File: config.mk
export PLATFORM = sky130hd
export DESIGN_NAME = planar_rgb_reader_flat
export DESIGN_NICKNAME = d
export VERILOG_FILES = /design/src/rtl/img_pkg.sv /design/src/rtl/planar_rgb_reader_if.sv /design/src/rtl/rgb_plane_addr_gen.sv /design/src/rtl/planar_rgb_reader.sv /design/src/flat_wrapper.sv
export SDC_FILE = /design/constraint.sdc
export NUM_CORES = 1
export LEC_CHECK = 0
export CORE_MARGIN = 1.5
export CORE_UTILIZATION = 54
export CTS_CLUSTER_DIAMETER = 120
export DETAILED_ROUTE_END_ITERATION = 8
export GPL_TIMING_DRIVEN = 0
export PLACE_DENSITY_LB_ADDON = 0.05
export SLEW_MARGIN = 20
export SYNTH_ARGS = -nofsm -noshare
export SYNTH_HDL_FRONTEND = slang
export SYNTH_SLANG_ARGS = --single-unit
export TNS_END_PERCENT = 20
File: constraint.sdc
create_clock -name clk -period 6.9 [get_ports clk]
set_input_delay 1.38 -clock clk [delete_from_list [all_inputs] [get_ports clk]]
set_output_delay 1.38 -clock clk [all_outputs]
set_load 0.03 [all_outputs]
File: src/rtl/img_pkg.sv
// img_pkg: shared FSM states, default frame size, plane offsets and RGB triple
package img_pkg;
    localparam int ROWS_DEF = 1153;
    localparam int COLS_DEF = 2048;
    typedef enum logic [2:0] {IDLE, RD_R, RD_G, RD_B, LAST, PRESENT, DONE} state_t;
    typedef struct packed {
        logic [7:0] red;
        logic [7:0] green;
        logic [7:0] blue;
    } rgb_t;
    function automatic longint plane_offset(input int plane, input int rows, input int cols);
        return longint'(plane) * longint'(rows) * longint'(cols);
    endfunction
endpackage

File: src/rtl/planar_rgb_reader_if.sv
// planar_rgb_reader_if: frame-buffer read port plus pixel stream
interface planar_rgb_reader_if #(
    parameter int ADDR_W = 23,
    parameter int IDX_W  = 22
);
    logic              mem_rd;
    logic [ADDR_W-1:0] mem_addr;
    logic [7:0]        mem_rdata;
    logic              pix_valid;
    logic              pix_ready;
    logic [7:0]        pix_red;
    logic [7:0]        pix_green;
    logic [7:0]        pix_blue;
    logic [IDX_W-1:0]  pix_index;
    modport master (
        output mem_rd, mem_addr, pix_valid, pix_red, pix_green, pix_blue, pix_index,
        input  mem_rdata, pix_ready
    );
    modport slave (
        input  mem_rd, mem_addr, pix_valid, pix_red, pix_green, pix_blue, pix_index,
        output mem_rdata, pix_ready
    );
endinterface

File: src/rtl/rgb_plane_addr_gen.sv
// rgb_plane_addr_gen: pixel index counter and per-plane byte address register
module rgb_plane_addr_gen
    import img_pkg::*;
#(
    parameter int ROWS   = ROWS_DEF,
    parameter int COLS   = COLS_DEF,
    parameter int ADDR_W = 23,
    parameter int IDX_W  = 22
) (
    input  logic              clk,
    input  logic              rst_n,
    input  logic              i_clr,
    input  logic              i_inc,
    input  logic              i_ld,
    input  logic [1:0]        i_plane,
    output logic [IDX_W-1:0]  o_idx,
    output logic [ADDR_W-1:0] o_addr
);
    localparam logic [ADDR_W-1:0] OFF_G = ADDR_W'(plane_offset(1, ROWS, COLS));
    localparam logic [ADDR_W-1:0] OFF_B = ADDR_W'(plane_offset(2, ROWS, COLS));
    logic [IDX_W-1:0]  r_idx;
    logic [ADDR_W-1:0] r_addr;
    logic [IDX_W-1:0]  w_idx_nxt;
    logic [ADDR_W-1:0] w_off;
    assign w_idx_nxt = i_clr ? '0 : i_inc ? r_idx + IDX_W'(1) : r_idx;
    assign w_off     = i_plane == 2'd1 ? OFF_G : i_plane == 2'd2 ? OFF_B : '0;
    // address is loaded on entry to each read state so it is valid for that whole cycle
    always_ff @(posedge clk or negedge rst_n) begin
        if (!rst_n) begin
            r_idx  <= '0;
            r_addr <= '0;
        end else begin
            r_idx <= w_idx_nxt;
            if (i_ld) r_addr <= ADDR_W'(w_idx_nxt) + w_off;
        end
    end
    assign o_idx  = r_idx;
    assign o_addr = r_addr;
endmodule

File: src/rtl/planar_rgb_reader.sv
// planar_rgb_reader: fetches R, G, B planes per pixel and streams the triples
module planar_rgb_reader
    import img_pkg::*;
#(
    parameter int ROWS   = ROWS_DEF,
    parameter int COLS   = COLS_DEF,
    parameter int ADDR_W = 23,
    parameter int IDX_W  = 22
) (
    input  logic               clk,
    input  logic               rst_n,
    input  logic               start,
    output logic               busy,
    output logic               done,
    planar_rgb_reader_if.master bus
);
    localparam logic [IDX_W-1:0] LAST_IDX = IDX_W'(ROWS * COLS - 1);
    state_t            r_state;
    state_t            w_nxt;
    logic              w_clr;
    logic              w_inc;
    logic              w_ld;
    logic [1:0]        w_plane;
    logic [IDX_W-1:0]  w_idx;
    logic [ADDR_W-1:0] w_addr;
    rgb_t              r_pix;
    rgb_plane_addr_gen #(.ROWS(ROWS), .COLS(COLS), .ADDR_W(ADDR_W), .IDX_W(IDX_W)) u_addr (
        .clk(clk), .rst_n(rst_n), .i_clr(w_clr), .i_inc(w_inc), .i_ld(w_ld),
        .i_plane(w_plane), .o_idx(w_idx), .o_addr(w_addr)
    );
    // state register
    always_ff @(posedge clk or negedge rst_n) begin
        if (!rst_n) r_state <= IDLE;
        else        r_state <= w_nxt;
    end
    // next state and index counter control
    always_comb begin
        w_nxt = r_state;
        w_clr = 1'b0;
        w_inc = 1'b0;
        case (r_state)
            IDLE:    if (start) begin
                         w_nxt = RD_R;
                         w_clr = 1'b1;
                     end
            RD_R:    w_nxt = RD_G;
            RD_G:    w_nxt = RD_B;
            RD_B:    w_nxt = LAST;
            LAST:    w_nxt = PRESENT;
            PRESENT: if (bus.pix_ready) begin
                         w_nxt = w_idx == LAST_IDX ? DONE : RD_R;
                         w_inc = w_idx != LAST_IDX;
                     end
            DONE:    w_nxt = IDLE;
            default: w_nxt = IDLE;
        endcase
    end
    assign w_ld    = w_nxt inside {RD_R, RD_G, RD_B};
    assign w_plane = w_nxt == RD_G ? 2'd1 : w_nxt == RD_B ? 2'd2 : 2'd0;
    // each byte arrives one cycle after its read, so capture lags the read state by one
    always_ff @(posedge clk or negedge rst_n) begin
        if (!rst_n) begin
            r_pix <= '0;
        end else begin
            if (r_state == RD_G) r_pix.red   <= bus.mem_rdata;
            if (r_state == RD_B) r_pix.green <= bus.mem_rdata;
            if (r_state == LAST) r_pix.blue  <= bus.mem_rdata;
        end
    end
    assign bus.mem_rd    = r_state inside {RD_R, RD_G, RD_B};
    assign bus.mem_addr  = w_addr;
    assign bus.pix_valid = r_state == PRESENT;
    assign bus.pix_red   = r_pix.red;
    assign bus.pix_green = r_pix.green;
    assign bus.pix_blue  = r_pix.blue;
    assign bus.pix_index = w_idx;
    assign busy          = r_state != IDLE;
    assign done          = r_state == DONE;
endmodule

File: src/flat_wrapper.sv
// flat-port wrapper written by rule: the top's interface ports become plain ports
module planar_rgb_reader_flat import img_pkg::*;
#(
    parameter int ROWS   = ROWS_DEF,
    parameter int COLS   = COLS_DEF,
    parameter int ADDR_W = 23,
    parameter int IDX_W  = 22
)
  (clk, rst_n, start, busy, done, bus_mem_rd, bus_mem_addr, bus_pix_valid, bus_pix_red, bus_pix_green, bus_pix_blue, bus_pix_index, bus_mem_rdata, bus_pix_ready);
  planar_rgb_reader_if #(.ADDR_W(ADDR_W), .IDX_W(IDX_W)) bus_i ();
  input  logic clk;
  input  logic rst_n;
  input  logic start;
  output logic busy;
  output logic done;
  output wire logic [$bits(bus_i.mem_rd)-1:0] bus_mem_rd;
  output wire logic [$bits(bus_i.mem_addr)-1:0] bus_mem_addr;
  output wire logic [$bits(bus_i.pix_valid)-1:0] bus_pix_valid;
  output wire logic [$bits(bus_i.pix_red)-1:0] bus_pix_red;
  output wire logic [$bits(bus_i.pix_green)-1:0] bus_pix_green;
  output wire logic [$bits(bus_i.pix_blue)-1:0] bus_pix_blue;
  output wire logic [$bits(bus_i.pix_index)-1:0] bus_pix_index;
  input wire logic [$bits(bus_i.mem_rdata)-1:0] bus_mem_rdata;
  input wire logic [$bits(bus_i.pix_ready)-1:0] bus_pix_ready;
  assign bus_mem_rd = bus_i.mem_rd;
  assign bus_mem_addr = bus_i.mem_addr;
  assign bus_pix_valid = bus_i.pix_valid;
  assign bus_pix_red = bus_i.pix_red;
  assign bus_pix_green = bus_i.pix_green;
  assign bus_pix_blue = bus_i.pix_blue;
  assign bus_pix_index = bus_i.pix_index;
  assign bus_i.mem_rdata = bus_mem_rdata;
  assign bus_i.pix_ready = bus_pix_ready;
  planar_rgb_reader #(.ROWS(ROWS), .COLS(COLS), .ADDR_W(ADDR_W), .IDX_W(IDX_W)) u_core (.clk(clk), .rst_n(rst_n), .start(start), .busy(busy), .done(done), .bus(bus_i));
endmodule
==> impl_metrics.ini <==
[route]
post_drt_wl_per_cell_um = 16.3
first_pass_iters = 4
vias = 2897
drt-initial-drc-count = 120
drc_errors = 0
ant_nets = 0
drt-total-wl_um = 8310
via_per_inst = 5.69

[logic_synthesis]
synth_top_flop_cell = dfrtp_1
ys_async_sr_fraction_pct = 100
synth_top_family_by_area = simple AND/OR/NAND/NOR gates
postSynthCellCount = 331
synth_top_area_share_pct = 50.5
ys_seq_area_share_pct = 50.5
synthXorXnorAreaFrac_pct = 6.39
synth_nets = 347
ys_types = 55
ys_top_cells_by_area = dfrtp_1 (51%), mux2_2 (10%), nor2_1 (3.9%)
synth-seq-cells = 72
synth_fa_ha_area_share_pct = 1.61
yosysTopAreaCell = dfrtp_1
synthMuxAreaShare_pct = 11.5
synth-compound-area-share_pct = 8.11
synth_warnings = 0
synth_simple_gate_area_share_pct = 19.9
synth_edf_count = 0
syn_avg_cell_area_um2 = 10.8
synth_area_um2 = 3570

[clock_tree]
ctsResizeCount = 0
cts.sinks = 72
postCtsSetupBuffers = 0
cts_buffers = 9
clock-root-buffer = clkbuf_8
cts.clk_slew.worst_paths_ps = 70
ctsHoldBuffers = 0
clkLatencyLatePin_ps = 340
cts_tree = yes
clockBufferDepth = 2
htree_levels = 3

[sta]
timing.final.crit_period_ps = 5190
fmax_mhz = 193
setup_slack_ps = 1710
finalMaxSlewViolations = 0
finalSetupTns_ps = 0
finalHoldViolCount = 0
rsz0062_at_grt = false
maxSlewHeadroom_pct = 49.1
finClkSkew_ps = 3.88
fin_crit_sh_pct = 75.2
holdWs_ps = 478
worst_slew_pin_slew_ps = 760
setup_viol = 0

[global_route]
grt_pass1_wl_um = 13800
grt_pass1_vias = 2839
grt_overflow = 0
grt_usage_pct = 24.8
grt_start_max_net_pins = 51
antenna_found_initial = 0

[critical_path]
worstPathRequired_ps = 7140
cp-start-kind = primary input
path_max_fanout = 10
cp-end-kind = flop
setup.worst_path.class = in2reg
cp.arrival_ps = 5430

[die]
fp.dieArea_um2 = 7100
rows = 29
die_y_um = 84.3
die_w_um = 84.3
fp.coreArea_um2 = 6350
initial_core_util_pct = 56.2
io_pins = 85

[min_path]
hp-class = reg2reg

[finish]
drive_gt1_share_pct = 14.6
n_antenna_cell = 0
nNetsFinal = 443
final_util_pct = 74.5
layout_commonest_cell = clkdlybuf4s50_1
fin_cells = 509
stdcell_area_um2 = 4730
layout_common_cells = clkdlybuf4s50_1 (83), dfrtp_1 (72), nor2_1 (37)
nFillCells = 460
area_delta_synth_final_pct = 32.7

[placement]
placed_cells = 493
hpwl_um = 6220
place_congestion = 0.875
post_dp_cell_area_um2 = 4530
port-buffer-count = 84
post-place-ws_ps = 1390

[pwr]
leakagePower_nw = 2.00
ir_worst_vdd_mv = 0.378
power.total_mw = 1.88
p_per_area_nw_per_um2 = 397

[run_status]
outcome = finished, final reports clean

[flow_run]
drv_cap = 0
==> layout make-up <==
type                            count  area, um2  area share [%]
Buffer                             14       56.3            1.19
Multi-Input combinational cell    241       1700            35.9
Inverter                            4       15.0           0.317
Clock inverter                      5       56.3            1.19
Timing Repair Buffer               85        866            18.3
Tap cell                           77       96.3            2.04
Clock buffer                       11        141            2.99
Sequential cell                    72       1800            38.1
==> kinds of logic (layout without fill, tap and decap cells) <==
family          Yosys count  in the layout
compound gates           39             39
xor+xnor                 26             26
fa+ha+maj                 4              4
buf+inv                  18            119
flops                    72             72
mux                      37             37
simple gates            135            135
==> power by group <==
part	internal, mW	switching, mW
sequential	0.534	0.0621
combinational	0.389	0.561
clock	0.176	0.156
total	1.10	0.778
==> Yosys cell counts, types with 2 or more instances <==
master     n
a21oi_1    3
a31oi_1    3
and2_1     2
and3_1     7
and4_1     4
buf_2      3
clkbuf_1  10
dfrtp_1   72
ha_1       3
inv_1      4
mux2_2    32
mux2i_1    5
nand2_1   29
nand2b_1   2
nand3_1   16
nand4_1    5
nor2_1    37
nor2b_1    2
nor3_1     6
nor3b_1    2
nor4_1     4
nor4b_1    3
o211a_1    2
o211ai_1   3
o21ai_0    7
o21ai_1    2
o311ai_0   2
o31ai_1    7
or2_2      3
or4_1      2
xnor2_1   15
xor2_1    11
==> registers in the layout, indices dropped and copies added, names as in the netlist <==
signal and flops:
u_core.u_addr.o_addr 23, u_core.r_state 3, u_core.bus.pix_red 8, u_core.u_addr.o_idx 22
u_core.bus.pix_green 8, u_core.bus.pix_blue 8
==> metal layers <==
layer	wire length, um	vias to the layer above	track usage [%]
met4	99	0	7.15
met3	462	9	6.69
met2	4080	72	39.9
met5	0	-	0
met1	3680	1432	33.4
li1	-	1384	-
==> worst max-delay path, cell delays in order <==
cell	delay [ps]
clkdlybuf4s50_1	510
nor4b_1	430
clkbuf_1	430
clkbuf_1	470
buf_1	440
nor2_1	180
ha_1	320
a31oi_1	420
a41oi_2	110
o2111a_1	190
or4_1	420
o211a_1	120
==> worst paths after layout <==
kind | slack (ps) | start | end | depth (start not counted)
setup / recovery | 1710 | start | u_core.u_addr.o_addr[20] | 12
hold / removal | 480 | u_core.u_addr.o_addr[18] | u_core.u_addr.o_addr[18] | 2
setup reg to reg | 2570 | u_core.r_state[2] | u_core.u_addr.o_addr[20] | 12
hold reg to reg | 480 | u_core.u_addr.o_addr[18] | u_core.u_addr.o_addr[18] | 2
max in group asynchronous | 5430 | rst_n | u_core.u_addr.o_idx[11] | 2
min in group asynchronous | 920 | rst_n | u_core.u_addr.o_addr[13] | 1
(Power assumes the default switching activity.)
